[src/rtl/debounce_pkg.sv]
// Shared types and defaults for the pin-input debounce stages.
package debounce_pkg;

    typedef enum logic [1:0] {
        STABLE_LOW  = 2'd0,
        WAIT_HIGH   = 2'd1,
        STABLE_HIGH = 2'd2,
        WAIT_LOW    = 2'd3
    } deb_state_t;

    localparam int DEBOUNCE_CYCLES_DEFAULT = 4;

endpackage

[src/rtl/sync_2ff.sv]
// Two-flop synchronizer for asynchronous pin levels; both flops clear to 0 on reset.
module sync_2ff (
    input  logic clk,
    input  logic reset,
    input  logic d,
    output logic q
);

    logic r_s1;
    logic r_s2;

    always_ff @(posedge clk or negedge reset) begin
        if (!reset) begin
            r_s1 <= 1'b0;
            r_s2 <= 1'b0;
        end else begin
            r_s1 <= d;
            r_s2 <= r_s1;
        end
    end

    assign q = r_s2;

endmodule

[src/rtl/input_debouncer.sv]
// Synchronizes a bouncing pin and commits a new level only after it has held
// for DEBOUNCE_CYCLES consecutive synchronized samples.
module input_debouncer
    import debounce_pkg::*;
#(
    parameter int DEBOUNCE_CYCLES = DEBOUNCE_CYCLES_DEFAULT,
    localparam int CNT_W = $clog2(DEBOUNCE_CYCLES + 1)
) (
    input  logic clk,
    input  logic reset,
    input  logic X_raw,
    output logic X_clean,
    output logic busy
);

    localparam logic [CNT_W-1:0] CNT_LAST = CNT_W'(DEBOUNCE_CYCLES - 1);
    localparam logic [CNT_W-1:0] CNT_ONE  = CNT_W'(1);

    logic             w_x_sync;
    deb_state_t       r_state;
    logic [CNT_W-1:0] r_cnt;
    logic             r_clean;
    logic             r_busy;

    sync_2ff u_sync (
        .clk   (clk),
        .reset (reset),
        .d     (X_raw),
        .q     (w_x_sync)
    );

    // Outputs are registered alongside the state so they never glitch.
    always_ff @(posedge clk or negedge reset) begin
        if (!reset) begin
            r_state <= STABLE_LOW;
            r_cnt   <= '0;
            r_clean <= 1'b0;
            r_busy  <= 1'b0;
        end else begin
            case (r_state)
                STABLE_LOW: begin
                    if (w_x_sync) begin
                        r_state <= WAIT_HIGH;
                        r_cnt   <= CNT_ONE;
                        r_busy  <= 1'b1;
                    end else begin
                        r_cnt   <= '0;
                    end
                end
                WAIT_HIGH: begin
                    if (!w_x_sync) begin
                        r_state <= STABLE_LOW;
                        r_cnt   <= '0;
                        r_busy  <= 1'b0;
                    end else if (r_cnt == CNT_LAST) begin
                        r_state <= STABLE_HIGH;
                        r_cnt   <= '0;
                        r_busy  <= 1'b0;
                        r_clean <= 1'b1;
                    end else begin
                        r_cnt   <= r_cnt + CNT_ONE;
                    end
                end
                STABLE_HIGH: begin
                    if (!w_x_sync) begin
                        r_state <= WAIT_LOW;
                        r_cnt   <= CNT_ONE;
                        r_busy  <= 1'b1;
                    end else begin
                        r_cnt   <= '0;
                    end
                end
                WAIT_LOW: begin
                    if (w_x_sync) begin
                        r_state <= STABLE_HIGH;
                        r_cnt   <= '0;
                        r_busy  <= 1'b0;
                    end else if (r_cnt == CNT_LAST) begin
                        r_state <= STABLE_LOW;
                        r_cnt   <= '0;
                        r_busy  <= 1'b0;
                        r_clean <= 1'b0;
                    end else begin
                        r_cnt   <= r_cnt + CNT_ONE;
                    end
                end
                default: begin
                    r_state <= STABLE_LOW;
                    r_cnt   <= '0;
                    r_clean <= 1'b0;
                    r_busy  <= 1'b0;
                end
            endcase
        end
    end

    assign X_clean = r_clean;
    assign busy    = r_busy;

endmodule

[config.mk]
export PLATFORM = sky130hd
export DESIGN_NAME = input_debouncer
export DESIGN_NICKNAME = d
export VERILOG_FILES = /design/src/rtl/debounce_pkg.sv /design/src/rtl/sync_2ff.sv /design/src/rtl/input_debouncer.sv
export SDC_FILE = /design/constraint.sdc
export NUM_CORES = 1
export LEC_CHECK = 0
export ABC_CLOCK_PERIOD_IN_PS = 1300
export BUFFER_PORTS_ARGS = -buffer_cell sky130_fd_sc_hd__clkbuf_2
export CAP_MARGIN = 0
export CORE_AREA = 5 5 42 44
export CTS_BUF_LIST = sky130_fd_sc_hd__clkbuf_4
export DETAILED_ROUTE_END_ITERATION = 6
export DIE_AREA = 0 0 47 49
export GPL_ROUTABILITY_DRIVEN = 0
export GPL_TIMING_DRIVEN = 0
export SLEW_MARGIN = 25
export SYNTH_ARGS = -nofsm -noshare
export SYNTH_HDL_FRONTEND = slang
export SYNTH_SLANG_ARGS = --single-unit
[constraint.sdc]
create_clock -name clk -period 1.3 [get_ports clk]
set_clock_uncertainty 0.15 [all_clocks]
set_input_delay 0.195 -clock clk [delete_from_list [all_inputs] [get_ports clk]]
set_output_delay 0.195 -clock clk [all_outputs]
set_load 0.01 [all_outputs]
=== Word-level counts from Yosys, hierarchy flattened ===
Index checks and enable logic that the tools add are counted.

* Add/subtract/negate cells: 1
* Eq/ne operators: 12
* Reduce and logical (&&, ||, !) cells: 5
* Multiplexer cells: 24

{| class="wikitable"
|+ Operators with widths
! cell !! number
|-
| $mux 2 || 6
|-
| $pmux 3 s4 || 1
|-
| $mux 1 || 11
|-
| $mux 3 || 3
|-
| $ne 2x2->1 const B || 4
|-
| $pmux 2 s4 || 1
|-
| $reduce_and 5->1 || 1
|-
| $eq 2x2->1 const B || 2
|-
| $ne 2x1->1 const B || 2
|-
| $pmux 1 s4 || 1
|-
| $reduce_and 4->1 || 1
|-
| $add 3x1->3 const B || 1
|-
| $eq 3x2->1 const B || 1
|-
| $ne 3x2->1 const B || 1
|-
| $ne 3x3->1 const B || 1
|-
| $eq 2x1->1 const B || 1
|-
| $logic_not 2->1 || 1
|-
| $pmux 1 s2 || 1
|-
| $reduce_and 2->1 || 1
|-
| $reduce_bool 2->1 || 1
|}

* Bits in registers: 9
* Input port bits: 3

=== Logic depth before layout (Yosys ltp) ===
* Depth after elaboration: 4
* Mapped depth: 4
* Gate-level depth less buffers: 4

=== By module ===
From an unflattened synthesis, not the netlist that was laid out.

* Cell total of the unflattened synthesis: 26
* Area, all modules: 364.1 sq um

{| class="wikitable"
|+ Modules (own cells, without submodules)
! module !! sequential area each (sq um) !! cells an instance !! area each (sq um) !! instances
|-
| input_debouncer || 175.2 || 24 || 314.1 || 1
|-
| sync_2ff || 50.0 || 2 || 50.0 || 1
|}

=== Worst setup path after synthesis ===
No wires, ideal clock.

* Path kind: flip-flop to flip-flop
* From: reg r_cnt[0]
* To: reg with a tool-made name
* Clock period less this slack: 1.285 ns
* Stages on the path, launching flop included: 4
* Path buffers: 0
* Arrival: 1.010 ns
* Setup slack: 0.015 ns
* Cell sequence: dfrtp_1 ha_1 nand3b_1 mux2_2

{| class="wikitable"
|+ RTL lines
! element !! line !! text
|-
| start: declaration || input_debouncer.sv:21 || <nowiki>logic [CNT_W-1:0] r_cnt;</nowiki>
|-
| start signal: assignment || input_debouncer.sv:61 || <nowiki>r_cnt <= r_cnt + CNT_ONE;</nowiki>
|-
| start signal: assignment || input_debouncer.sv:84 || <nowiki>r_cnt <= r_cnt + CNT_ONE;</nowiki>
|}

==> flow_summary_export.csv <==
group,metric,value,unit
yosys,syn-num-nets,30,
worst_setup_path,cp_max_fo,3,
drt,drt_iter0_markers,1,
yosys,synth_area_leaders,"dfrtp_1 62%, nor3b_2 6.9%, o21ai_0 5.5%",
worst_setup_path,cp_cell_sequence,"ha_2 -> nand3b_1 -> mux2_4",
placement,portBuffers,4,
yosys,syn_area,364,um2
sta,setup_viol,1,
layout,area_growth,30.9,%
clock_network,clk_latency,260,ps
floorplan,start_util,0.260,
drt,drt_pass1_iterations,2,
floorplan,fp.dieW,47,um
power_and_ir_drop,leakage,0.215,nW
status,violations,"setup timing",
floorplan,row_count,14,
drt,num_vias,243,
global_route,antenna_found_initial,0,
layout,nFillCells,147,
power_and_ir_drop,peakVddDrop,769,uV
drt,via_per_inst,4.50,
layout,antenna_cells,0,
clock_network,cts_tree,"built",
sta,period_minus_slack,1300,ps
flow_run,maxCapViolCount,0,
worst_setup_path,regToRegStartpoint,"r_cnt[1]$_DFF_PN0_",
power_and_ir_drop,finalPower,944,uW
yosys,ys_seq_area_frac,0.619,
worst_setup_path,cp.arrival,1290,ps
yosys,synth_area_leader_cell,"dfrtp_1",
floorplan,die_h,49,um
floorplan,die_area,2300,um2
yosys,synth-seq-cells,9,
clock_network,clkTransAtPathRegs,60,ps
worst_setup_path,reg2reg_slack,-2,ps
drt,drtAntennaViolNets,0,
global_route,grt_max_degree,10,
worst_setup_path,required,1290,ps
placement,pre_cts_ws,-63.1,ps
power_and_ir_drop,power_switching,287,uW
power_and_ir_drop,clkPwrFrac,0.243,
layout,fin_util,0.340,
sta,fin_ws,-1.95,ps
worst_setup_path,cpMaxStageDelayCell,"dfrtp_1",
layout,design_area,477,um2
worst_setup_path,max_stage_delay,370,ps
yosys,synthTopCellsByCount,"9 x dfrtp_1, 4 x o21ai_0, 2 x and2_2, 2 x nand3b_1, 2 x nor3b_2",
sta,post-route-period-util,1.00,
power_and_ir_drop,power_density,1980,nW/um2
sta,hold_viol_final,0,
global_route,grt_pass1_wl,1.03,mm
clock_network,ctsRootBufferMaster,"clkbuf_4",
status,status,"complete, but fails checks",
min_path,holdCritPathClass,"input pin to async pin",
placement,hpwl,458,um
global_route,grt_usage,0.0641,
sta,slew_viol_final,0,
worst_setup_path,ff2ff_path_depth,3,
clock_network,clock_sinks,9,
yosys,synth-edff-count,0,
sta,fin_setup_tns,-1.95,ps
yosys,yosysTopAreaCellShare,0.619,
sta,fmaxAchievable,0.768,GHz
power_and_ir_drop,p_seq_frac,0.463,
layout,drive_above_1_share,0.500,
worst_setup_path,critPathLaunchType,"register",
drt,routed_wl,610,um
yosys,synth_cell_types,12,
placement,placed_area,404,um2
clock_network,ctsHtreeMaxLevel,1,
yosys,syn-instance-count,26,
clock_network,cts_buffer_depth,2,
sta,slew_headroom,0.836,
yosys,ys_warn_count,0,
layout,num-nets-final,43,
sta,worstMarginPinSlew,246,ps
drt,drc,0,
power_and_ir_drop,p_sw_frac,0.303,
drt,wl_per_cell,11.3,um
floorplan,fp.coreArea,1400,um2
yosys,yosysMostFrequentCell,"dfrtp_1",
power_and_ir_drop,intPower,658,uW
sta,rsz0062_at_grt,"true",
yosys,async_flop_share,1.00,
clock_network,cts_buffers,3,
worst_setup_path,crit_type,"register to register",
yosys,syn-mean-instance-area,14.0,um2
yosys,yosys_most_used_dff,"dfrtp_1",
power_and_ir_drop,power_frac_comb,0.294,
global_route,grt-ovfl-total,0,
worst_setup_path,critPathCaptureType,"register",
global_route,grt_pass1_vias,252,
floorplan,ios,5,
## routing by layer
layer,GRT usage,part of all wire,vias up
li1,-,-,115
met3,0.0221,0.044,2
met2,0.0973,0.54,6
met1,0.0659,0.39,120
met4,0.0553,0.028,0
met5,0,0,-
## area by class of cell
class                   count  area [um2]  share of cell area
multi-input cells          17         146               0.307
clock buffers               4        30.0              0.0630
well taps                  16        20.0              0.0420
flip-flops and latches      9         225               0.472
repair buffers              8        55.1               0.115
## worst max-delay path, delay by kind of cell (launching register included)
family / cells / cell delay [ps]
multiplexers: 1 / 310
adder cells (fa/ha/maj): 1 / 190
AND/OR/NAND/NOR: 1 / 160
flip-flops: 1 / 370
## how the worst max path moves through the flow
stage                  startpoint        to  slack (ps)  cells after the start
6_report       r_cnt[1]$_DFF_PN0_  register          -2                      3
5_1_grt        r_cnt[0]$_DFF_PN0_  register         -20                      3
4_1_cts        r_cnt[0]$_DFF_PN0_  register           5                      3
3_5_place_dp   r_cnt[0]$_DFF_PN0_  register         -60                      3
3_3_place_gp   r_cnt[0]$_DFF_PN0_  register         -30                      3
2_1_floorplan  r_cnt[0]$_DFF_PN0_  register          20                      3
## cell usage in the layout (no fill, tap or decap), drive strengths merged
cell type and n:
dfrtp 9, dlygate4sd3 2, o21ai 4, mux2 1, nand3b 2, buf 2
and2b 1, ha 1, nor3b 2, a31oi 1, nor2 1, and2 2
clkbuf 8, xor2 1, nand2 1
## cell families after synthesis
family                   Yosys count  share of synthesized area
AND/OR/NAND/NOR                    9                      0.199
XOR/XNOR                           1                     0.0447
AO/OA/AOI/OAI                      5                     0.0722
adder cells (fa/ha/maj)            1                     0.0344
flip-flops                         9                      0.619
multiplexers                       1                     0.0309
## repair_timing
action | CTS | global route
hold buffers | 2 | 0
endpoints found under the hold margin | 10 | 0
endpoints found under the setup margin | 3 | 4
resized for setup | 2 | 2
pin swaps | 1 | 1
setup buffers | 1 | 1
## power by group through the flow
stage	combinational (mW)	sequential [mW]	clock (mW)
6_report	0.278	0.437	0.230
3_5_place_dp	0.245	0.438	0
2_1_floorplan	0.174	0.430	0
4_1_cts	0.273	0.435	0.236
5_1_grt	0.314	0.446	0.253
3_3_place_gp	0.225	0.429	0
## metrics by stage
stage,hold WS (ps),std cells
6_report,165,54
5_1_grt,190,54
4_1_cts,171,53
3_5_place_dp,-88.7,46
3_3_place_gp,-99.3,46
2_1_floorplan,-251,26
Note: power is estimated with default switching activity, not from simulation.
